`src/rtl/irq_controller.sv`:
```
// Parametrised interrupt/exception controller: fixed-priority arbitration,
// edge-latched maskable interrupts, level exceptions, EPC/Cause capture on trap.
module irq_controller #(
    parameter int          NSRC      = 5,
    parameter int          NEXC      = 1,
    parameter logic [31:0] VECTOR    = 32'h8000_0008,
    parameter logic [31:0] RESET_EPC = 32'h8000_0000
) (
    input  logic            i_clk,
    input  logic            i_rst,
    input  logic [NSRC-1:0] i_src,
    input  logic [31:0]     i_pc,
    input  logic            i_eret,
    input  logic            i_wr_en,
    input  logic [1:0]      i_addr,
    input  logic [31:0]     i_wr_data,
    output logic [31:0]     o_rd_data,
    output logic            o_take,
    output logic [31:0]     o_vector,
    output logic [31:0]     o_epc_out,
    output logic            o_kmode
);

    function automatic logic [NSRC-1:0] f_exc_mask();
        logic [NSRC-1:0] m;
        m = '0;
        for (int i = 0; i < NSRC; i++) begin
            if (i < NEXC) m[i] = 1'b1;
        end
        return m;
    endfunction

    localparam logic [NSRC-1:0] EXC_MASK = f_exc_mask();

    logic [NSRC-1:0] r_src_q;
    logic [NSRC-1:0] r_pending;
    logic [NSRC-1:0] r_mask;
    logic [31:0]     r_epc;
    logic [31:0]     r_cause;
    logic            r_kbit;

    logic [NSRC-1:0] w_rise;
    logic [NSRC-1:0] w_exc_req;
    logic [NSRC-1:0] w_int_elig;
    logic [NSRC-1:0] w_req;
    logic            w_take;
    logic            w_win_exc;
    logic [4:0]      w_win_idx;
    logic [NSRC-1:0] w_win_oh;
    logic [NSRC-1:0] w_snap;
    logic [31:0]     w_cause_nxt;
    logic [NSRC-1:0] w_clr_take;
    logic [NSRC-1:0] w_clr_w1c;
    logic [NSRC-1:0] w_pending_nxt;
    logic            w_wr_mask;
    logic            w_wr_cause;
    logic            w_wr_epc;
    logic            w_wr_status;

    // Exception lines are never latched, so rising edges only matter on interrupt lines.
    assign w_rise     = i_src & ~r_src_q & ~EXC_MASK;
    assign w_exc_req  = i_src & EXC_MASK;
    assign w_int_elig = r_pending & r_mask & ~EXC_MASK & {NSRC{~r_kbit}};
    assign w_req      = w_exc_req | w_int_elig;
    assign w_take     = |w_req;
    assign w_win_exc  = |w_exc_req;

    always_comb begin
        w_win_idx = '0;
        w_win_oh  = '0;
        for (int i = NSRC - 1; i >= 0; i--) begin
            if (w_req[i]) begin
                w_win_idx   = 5'(i);
                w_win_oh    = '0;
                w_win_oh[i] = 1'b1;
            end
        end
    end

    assign w_snap      = r_pending | w_exc_req;
    assign w_cause_nxt = {w_win_exc, 10'b0, w_win_idx, 16'(w_snap)};

    assign w_wr_mask   = i_wr_en && (i_addr == 2'd0);
    assign w_wr_cause  = i_wr_en && (i_addr == 2'd1) && !w_take;
    assign w_wr_epc    = i_wr_en && (i_addr == 2'd2) && !w_take;
    assign w_wr_status = i_wr_en && (i_addr == 2'd3) && !w_take;

    assign w_clr_take    = (w_take && !w_win_exc) ? w_win_oh : '0;
    assign w_clr_w1c     = w_wr_cause ? i_wr_data[NSRC-1:0] : '0;
    // A fresh edge on a line overrides any clear aimed at it in the same cycle.
    assign w_pending_nxt = (r_pending & ~(w_clr_take | w_clr_w1c)) | w_rise;

    always_ff @(posedge i_clk or posedge i_rst) begin
        if (i_rst) begin
            r_src_q   <= '0;
            r_pending <= '0;
            r_mask    <= '1;
        end else begin
            r_src_q   <= i_src;
            r_pending <= w_pending_nxt;
            if (w_wr_mask) r_mask <= i_wr_data[NSRC-1:0];
        end
    end

    always_ff @(posedge i_clk or posedge i_rst) begin
        if (i_rst) begin
            r_epc   <= RESET_EPC;
            r_cause <= '0;
            r_kbit  <= 1'b1;
        end else if (w_take) begin
            // Nested traps keep the EPC of the outermost one.
            r_kbit  <= 1'b1;
            r_cause <= w_cause_nxt;
            if (!r_kbit) r_epc <= i_pc;
        end else begin
            if (w_wr_epc) r_epc <= i_wr_data;
            if (w_wr_status) r_kbit <= i_wr_data[0];
            else if (i_eret) r_kbit <= 1'b0;
        end
    end

    always_comb begin
        o_rd_data = '0;
        case (i_addr)
            2'd0:    o_rd_data = 32'(r_mask);
            2'd1:    o_rd_data = r_cause;
            2'd2:    o_rd_data = r_epc;
            default: o_rd_data = {31'b0, r_kbit};
        endcase
    end

    assign o_take    = w_take;
    assign o_vector  = VECTOR;
    assign o_epc_out = r_epc;
    assign o_kmode   = r_kbit;

endmodule

```
`config.mk`:
```
export PLATFORM = sky130hd
export DESIGN_NAME = irq_controller
export DESIGN_NICKNAME = d
export VERILOG_FILES = /design/src/rtl/irq_controller.sv
export SDC_FILE = /design/constraint.sdc
export NUM_CORES = 1
export LEC_CHECK = 0
export BUFFER_PORTS_ARGS = -buffer_cell sky130_fd_sc_hd__buf_4
export CORE_MARGIN = 4
export CORE_UTILIZATION = 40
export CTS_BUF_LIST = sky130_fd_sc_hd__clkbuf_4 sky130_fd_sc_hd__clkbuf_8
export CTS_CLUSTER_DIAMETER = 60
export DETAILED_ROUTE_END_ITERATION = 16
export MAX_ROUTING_LAYER = met4
export PLACE_DENSITY = 0.73
export SETUP_SLACK_MARGIN = 0.3
export SLEW_MARGIN = 20
export SYNTH_ARGS = -nofsm -noshare
export SYNTH_HDL_FRONTEND = slang
export SYNTH_SLANG_ARGS = --single-unit
```
`constraint.sdc`:
```
create_clock -name i_clk -period 4.7 [get_ports i_clk]
set_input_delay 1.41 -clock i_clk [delete_from_list [all_inputs] [get_ports i_clk]]
set_output_delay 1.41 -clock i_clk [all_outputs]
set_load 0.02 [all_outputs]
```
[Word-level counts from Yosys, hierarchy flattened]
Index checks and enable logic that the tools add are counted.
Word-level totals
  flip-flop bits (word level): 59
  input bits: 75
Cells by class
  equality and inequality tests: 4
  mux-type cells: 19
  bitwise logic cells: 11
  reductions and logical operators: 15
Operators with widths (count)
  $mux W32: 3
  $pmux W32 S3: 1
  $mux W5: 9
  $and A5 B5 Y5: 4
  $not A5 Y5: 2
  $or A5 B5 Y5: 2
  $mux W3: 3
  $logic_and A1 B1 Y1: 8
  $or A1 B5 Y5: 1
  $or A5 B1 Y5: 1
  $reduce_or A5 Y1: 1
  $eq A2 B2 Y1 const B: 2
  $mux W1: 3
  $reduce_bool A3 Y1: 1
  $eq A2 B1 Y1 const B: 1
  $logic_not A1 Y1: 2
  $logic_not A2 Y1: 1
  $ne A2 B2 Y1 const B: 1
  $reduce_and A2 Y1: 1
  $reduce_bool A2 Y1: 1
  $not A1 Y1: 1

[Depth between registers and ports, before layout]
Gate-level depths: netlist of run 1.
  depth in word-level cells: 13
  mapped depth: 7
  mapped depth without buffers: 5

[Worst setup path after synthesis of run 1]
Ideal clock, no wire load.
  path type: input -> output
  start point: input i_addr[1]
  end point: output o_rd_data[10]
  arrival time: 2449 ps
  required time: 3290 ps
  slack: 841 ps
  stages on the path: 5
  cell sequence: buf_2 > nor2b_1 > clkbuf_1 > clkbuf_1 > and2_1
Between the ends
  longest elaborated chain between the ends: 2
Ends and longest elaborated chain
  start, declared: line 15  | input logic [1:0] i_addr,
  $eq A2 B2 Y1 (tied with other cells): line 124  | case (i_addr)
  $pmux W32 S3 *: line 124
  end, declared: line 17  | output logic [31:0] o_rd_data,
Mark *: on every way between the ends. The rest lies on a longest branch, timed or not.

[Final worst setup path of run 1]
  start point: input i_addr[1]
  end point: output o_rd_data[17]
Same word-level chain as after synthesis.

==> impl_metrics.env, run 1 <==
export IMPL_grt_pass1_wl_microns=13100
export IMPL_slew_headroom_pct=40.1
export IMPL_drv_slew=0
export IMPL_period_minus_slack_ps=3760
export IMPL_io_pins=173
export IMPL_setup_viol=0
export IMPL_dr_pass1_iters=4
export IMPL_root_buffer="clkbuf_8"
export IMPL_yosys_top_cells_area="dfrtp_1 39%, mux2_2 13%, mux2_1 12%"
export IMPL_fill_cells=662
export IMPL_rrSetupSlack_ps=1810
export IMPL_worstSetupEndpointType="output pin"
export IMPL_synth_distinct_cells=34
export IMPL_portBuffers=140
export IMPL_grt_overflow=0
export IMPL_synth_top_area_share_pct=38.6
export IMPL_yosys_register_bits=56
export IMPL_nNetsFinal=488
export IMPL_critPathTopFamily="buffers and inverters"
export IMPL_gp_congestion=0.824
export IMPL_hpwl_microns=6190
export IMPL_rr_startpoint="o_kmode"
export IMPL_die_h_microns=97.1
export IMPL_cp_depth=5
export IMPL_worst_clock_skew_ps=7.81
export IMPL_min_path_cells=1
export IMPL_final_cell_count_no_fill=516
export IMPL_fmax_ghz=0.266
export IMPL_clk_pin_slew_ps=100
export IMPL_numCtsBuffers=5
export IMPL_final_hold_violation_count=0
export IMPL_place_inst=508
export IMPL_drt_iter0_drc=83
export IMPL_synthCells=277
export IMPL_yosys_warnings=0
export IMPL_num_vias=2485
export IMPL_syn_avg_cell_area_sq_um=11.5
export IMPL_wl_microns=8170
export IMPL_clockBufferDepth=2
export IMPL_crit_path_cell_trace="buf_4 -> nor2b_2 -> buf_4 -> a22o_1 -> buf_4"
export IMPL_grt_pass1_vias=2596
export IMPL_rsz0062_at_grt="false"
export IMPL_cts_tree="done"
export IMPL_worstPathArrival_ps=2350
export IMPL_total_power_uw=2130
export IMPL_area_growth_pct=35.0
export IMPL_cp_max_fo=28
export IMPL_grt_usage_pct=17.5
export IMPL_core_area_sq_um=7730
export IMPL_synth_top_area_cell="dfrtp_1"
export IMPL_cpPeakStageDelay_ps=250
export IMPL_tns_ps=0
export IMPL_worstRegToRegCells=6
export IMPL_crit_path_frequent_cell="buf_4"
export IMPL_hold_slack_ps=439
export IMPL_multiInputGateArea_sq_um=1530
export IMPL_fp_dieW_microns=97.1
export IMPL_antenna_cells=0
export IMPL_worst_path_max_delay_cell="a22o_1"
export IMPL_hold_path_class="register to register"
export IMPL_status="completed"
export IMPL_final_core_util_pct=55.5
export IMPL_grt_max_degree=41
export IMPL_seq_area_frac_synth_pct=44.4
export IMPL_worstMarginPinSlew_ps=897
export IMPL_cts_sinks=56
export IMPL_cap_violations=0
export IMPL_crit_buf_inv=3
export IMPL_ctsHoldBuffers=0
export IMPL_ant_nets=0
export IMPL_peakVddDrop_mv=0.303
export IMPL_clock_latency_ps=300
export IMPL_vias_per_cell=4.82
export IMPL_avgRoutedWirePerCell_microns=15.8
export IMPL_postCtsSetupBuffers=0
export IMPL_hold_end="r_pending[4]"
export IMPL_p_leak_uw=0.00207
export IMPL_powerDensity_nw_per_um2=497
export IMPL_antenna_found_initial=0
export IMPL_required_ps=3290
export IMPL_start_util_pct=41.1
export IMPL_die_area_sq_um=9420
export IMPL_ff_latch_area_sq_um=1410
export IMPL_synth_area_sq_um=3170
export IMPL_critPathKind="input port to output pin"
export IMPL_hold_start="r_src_q[4]"
export IMPL_period_share_pct=80.1
export IMPL_rr_endpoint="o_epc_out[0]"
export IMPL_rows=32
export IMPL_start_kind="input port"
export IMPL_htree_num_levels=2
export IMPL_drive_gt1_share_pct=48.8
export IMPL_post_route_drc_count=0
export IMPL_ctsResizeCount=0
[cells in the mapped netlist]
library cell,count
a2111oi_4,1
o22ai_2,1
nor2b_1,2
buf_2,4
dfrtp_1,49
dfstp_2,7
and3b_1,2
a31oi_1,2
o211ai_1,1
mux2_1,33
a22o_1,5
mux4_2,1
o21ai_0,5
nor3_1,2
clkbuf_1,5
inv_2,1
inv_1,8
mux2_2,36
buf_4,36
nand2_1,22
nand3_1,5
buf_6,1
nor2_1,3
o311ai_0,1
a22oi_1,2
nor3b_1,1
conb_1,2
a2111oi_1,1
mux2i_1,4
nand3b_1,2
and2_1,24
o22ai_1,1
a32o_1,5
and3_1,2
[metrics by stage]
stage / cell area, sq um / setup slack (ps)
after floorplan: 3290 / 841
final: 4290 / 937
after detailed placement: 4190 / 931
after global routing: 4290 / 836
after global placement: 4190 / 938
after CTS: 4290 / 932
[kinds of logic after synthesis]
kind of cell / after synthesis / synth area share, %
muxes: 74 / 26.4
and+or+nand+nor: 65 / 10.8
DFF: 56 / 44.4
buffers and inverters: 55 / 11.2
AOI/OAI and AO/OA: 25 / 6.90
other: 2 / 0.237
[registers in the layout, summed over array words and instances (netlist names)]
register	count
o_kmode	1
o_epc_out	32
r_pending	5
r_src_q	4
r_cause	9
r_mask	5
[worst register-to-register path: stages, from the launching register on]
cell and delay, ps:
dfstp_2 670, and3b_1 250, a2111oi_4 370, inv_2 210, o22ai_4 560, buf_4 360, mux2_2 360
[cells in the final DEF, fill, tap and decap left out, types with 3 or more instances in the layout]
cell type  instances
dfstp_2            7
a32o_1             5
clkbuf_8           6
a22o_1             5
nand3_1            5
inv_1              7
mux2_2            36
mux2i_1            4
dfrtp_1           49
buf_4            145
conb_1            32
o21ai_0            5
mux2_1            33
nand2_1           22
nor2_1             3
and2_1            24
[where the power goes]
part           internal, uW  switching (uW)
combinational           493             542
sequential              674             149
clock                   118             153
[worst max-delay path by stage]
| stage | from | endpoint | slack (ps) |
|---|---|---|---|
| floorplan | i_addr[1] | o_rd_data[10] | 840 |
| global placement | i_addr[1] | o_rd_data[16] | 940 |
| detailed placement | i_addr[1] | o_rd_data[17] | 930 |
| CTS | i_addr[1] | o_rd_data[17] | 930 |
| global route | i_addr[0] | o_rd_data[4] | 840 |
| finish | i_addr[1] | o_rd_data[17] | 940 |
[metal layers]
layer / part of all wire (%) / vias up / global-route usage, %
met1: 45 / 1184 / 23.0
met3: 6.7 / 4 / 3.23
met2: 48 / 128 / 28.3
met5: 0 / - / -
met4: 0.69 / 0 / 4.21
li1: - / 1169 / -
[layout make-up]
type / count / share of cell area [%]
Timing Repair Buffer: 145 / 25.4
Tap cell: 102 / 2.98
Inverter: 9 / 0.788
Multi-Input combinational cell: 196 / 35.8
Clock buffer: 6 / 1.93
Clock inverter: 2 / 0.234
Sequential cell: 56 / 32.9
Power figures use the tool's default switching activity.
==> run 2, diff against run 1 <==
Settings changed: PLACE_DENSITY 0.73 to 0.76.
Clock period 4.7 ns to 3.3 ns, I/O delays scaled along.
==> impl_metrics.env, run 2 (synthesis results as in run 1) <==
export IMPL_cap_violations=0
export IMPL_seq_power_share_pct=38.5
export IMPL_postCtsSetupBuffers=0
export IMPL_placedInstanceArea_sq_um=4210
export IMPL_internal_power_uw=1850
export IMPL_cp_startpoint="o_kmode"
export IMPL_largest_reg_flops=32
export IMPL_hold_start="r_src_q[4]"
export IMPL_numCtsBuffers=5
export IMPL_cts_sinks=56
export IMPL_top_layer="met4"
export IMPL_hpwl_microns=6450
export IMPL_place_inst=510
export IMPL_final_cell_count_no_fill=519
export IMPL_crit_path_cell_trace="and3b_1 -> a2111oi_4 -> inv_2 -> buf_4"
export IMPL_switching_power_uw=1200
export IMPL_setup_viol=0
export IMPL_ant_nets=0
export IMPL_worst_path_max_delay_cell="dfstp_2"
export IMPL_hold_path_class="register to register"
export IMPL_clk_pin_slew_ps=100
export IMPL_peakVddDrop_mv=0.387
export IMPL_required_ps=2310
export IMPL_gp_congestion=0.836
export IMPL_avgRoutedWirePerCell_microns=15.8
export IMPL_grt_pass1_wl_microns=13200
export IMPL_switching_share_pct=39.4
export IMPL_cp_max_fo=12
export IMPL_grt_usage_pct=17.7
export IMPL_worst_clock_skew_ps=12.8
export IMPL_antenna_cells=0
export IMPL_status="completed"
export IMPL_start_util_pct=41.1
export IMPL_tns_ps=0
export IMPL_grt_pass1_vias=2668
export IMPL_drt_iter0_drc=90
export IMPL_drv_slew=0
export IMPL_dr_wl_met3_microns=636
export IMPL_portBuffers=140
export IMPL_powerDensity_nw_per_um2=708
export IMPL_rr_startpoint="o_kmode"
export IMPL_total_power_uw=3050
export IMPL_grt_overflow=0
export IMPL_final_common_cell="buf_4"
export IMPL_design_area_sq_um=4310
export IMPL_ctsHoldBuffers=0
export IMPL_grt_max_degree=41
export IMPL_start_kind="register"
export IMPL_dr_pass1_iters=4
export IMPL_met2WireLength_microns=4190
export IMPL_die_h_microns=97.1
export IMPL_combPwrFrac_pct=48.4
export IMPL_p_leak_uw=0.00208
export IMPL_num_vias=2512
export IMPL_hold_slack_ps=440
export IMPL_critPathKind="register to output pin"
export IMPL_vias_per_cell=4.84
export IMPL_cts_tree="done"
export IMPL_antenna_found_initial=0
export IMPL_period_minus_slack_ps=2950
export IMPL_clockBufferDepth=2
export IMPL_final_cell_mix="148 x buf_4, 49 x dfrtp_1, 36 x mux2_2, 33 x mux2_1, 32 x conb_1"
export IMPL_wl_microns=8210
export IMPL_rows=32
export IMPL_io_pins=173
export IMPL_nNetsFinal=491
export IMPL_final_hold_violation_count=0
export IMPL_drive_gt1_share_pct=49.2
export IMPL_die_area_sq_um=9420
export IMPL_htree_num_levels=2
export IMPL_worstMarginPinSlew_ps=727
export IMPL_period_share_pct=89.5
export IMPL_fmax_ghz=0.339
export IMPL_root_buffer="clkbuf_8"
export IMPL_clockPowerShare_pct=13.1
export IMPL_cpPeakStageDelay_ps=650
export IMPL_worstSetupEndpointType="output pin"
export IMPL_fp_dieW_microns=97.1
export IMPL_ctsResizeCount=0
export IMPL_core_area_sq_um=7730
export IMPL_slew_headroom_pct=51.4
export IMPL_worstPathArrival_ps=1960
export IMPL_fill_cells=678
export IMPL_post_route_drc_count=0
export IMPL_rsz0062_at_grt="false"
export IMPL_clock_latency_ps=310
export IMPL_area_growth_pct=35.9
export IMPL_met1_length_microns=3320
[run 2: cell types whose count changed in the layout (fill, tap and decap cells not counted), sizes merged]
cell	change
clkinv	-2
clkbuf	+1
buf	+3
clkinvlp	+1
[run 2: stage by stage]
stage / utilization [%] / worst slack [ps]
4_1_cts: 55.7 / 312
5_1_grt: 55.8 / 295
6_report: 55.8 / 347
3_5_place_dp: 54.5 / 382
2_1_floorplan: - / 364
3_3_place_gp: 54.5 / 400
[run 2: power by group through the flow]
stage	sequential [uW]	clock [uW]	combinational, uW
CTS	1180	408	1490
global placement	1180	0	1470
finish	1180	399	1480
detailed placement	1190	0	1490
floorplan	1380	0	657
global route	1220	434	1580
[run 2: area by class of cell]
type	count	area, sq um	share of cell area, %
clock buffers	7	90.1	2.09
clock inverters	1	7.51	0.174
inverters	9	33.8	0.783
multi-input cells	196	1530	35.5
flip-flops and latches	56	1410	32.7
well taps	102	128	2.96
repair buffers	148	1110	25.8
[run 2: critical path, delay by kind of cell, from the launching register on]
| kind | cells | cell delay, ps |
|---|---|---|
| AOI/OAI and AO/OA | 1 | 360 |
| buffers and inverters | 2 | 400 |
| DFF | 1 | 650 |
| and+or+nand+nor | 1 | 240 |
[run 2: worst paths after layout]
path                                      end  cells past startpoint  slack (ps)
max in group asynchronous           r_mask[2]                      3        2190
worst min register to register   r_pending[4]                      1         440
min in group asynchronous       o_epc_out[28]                      2         530
worst max-delay path                   o_take                      4         350
worst min-delay path             r_pending[4]                      1         440
worst max register to register  o_epc_out[20]                      5         720
[run 2: per-layer routing]
metal / vias to the layer above / GRT usage (%)
li1: 1169 / -
met1: 1212 / 22.0
met2: 126 / 30.1
met3: 5 / 3.23
met4: 0 / 4.32
met5: - / -
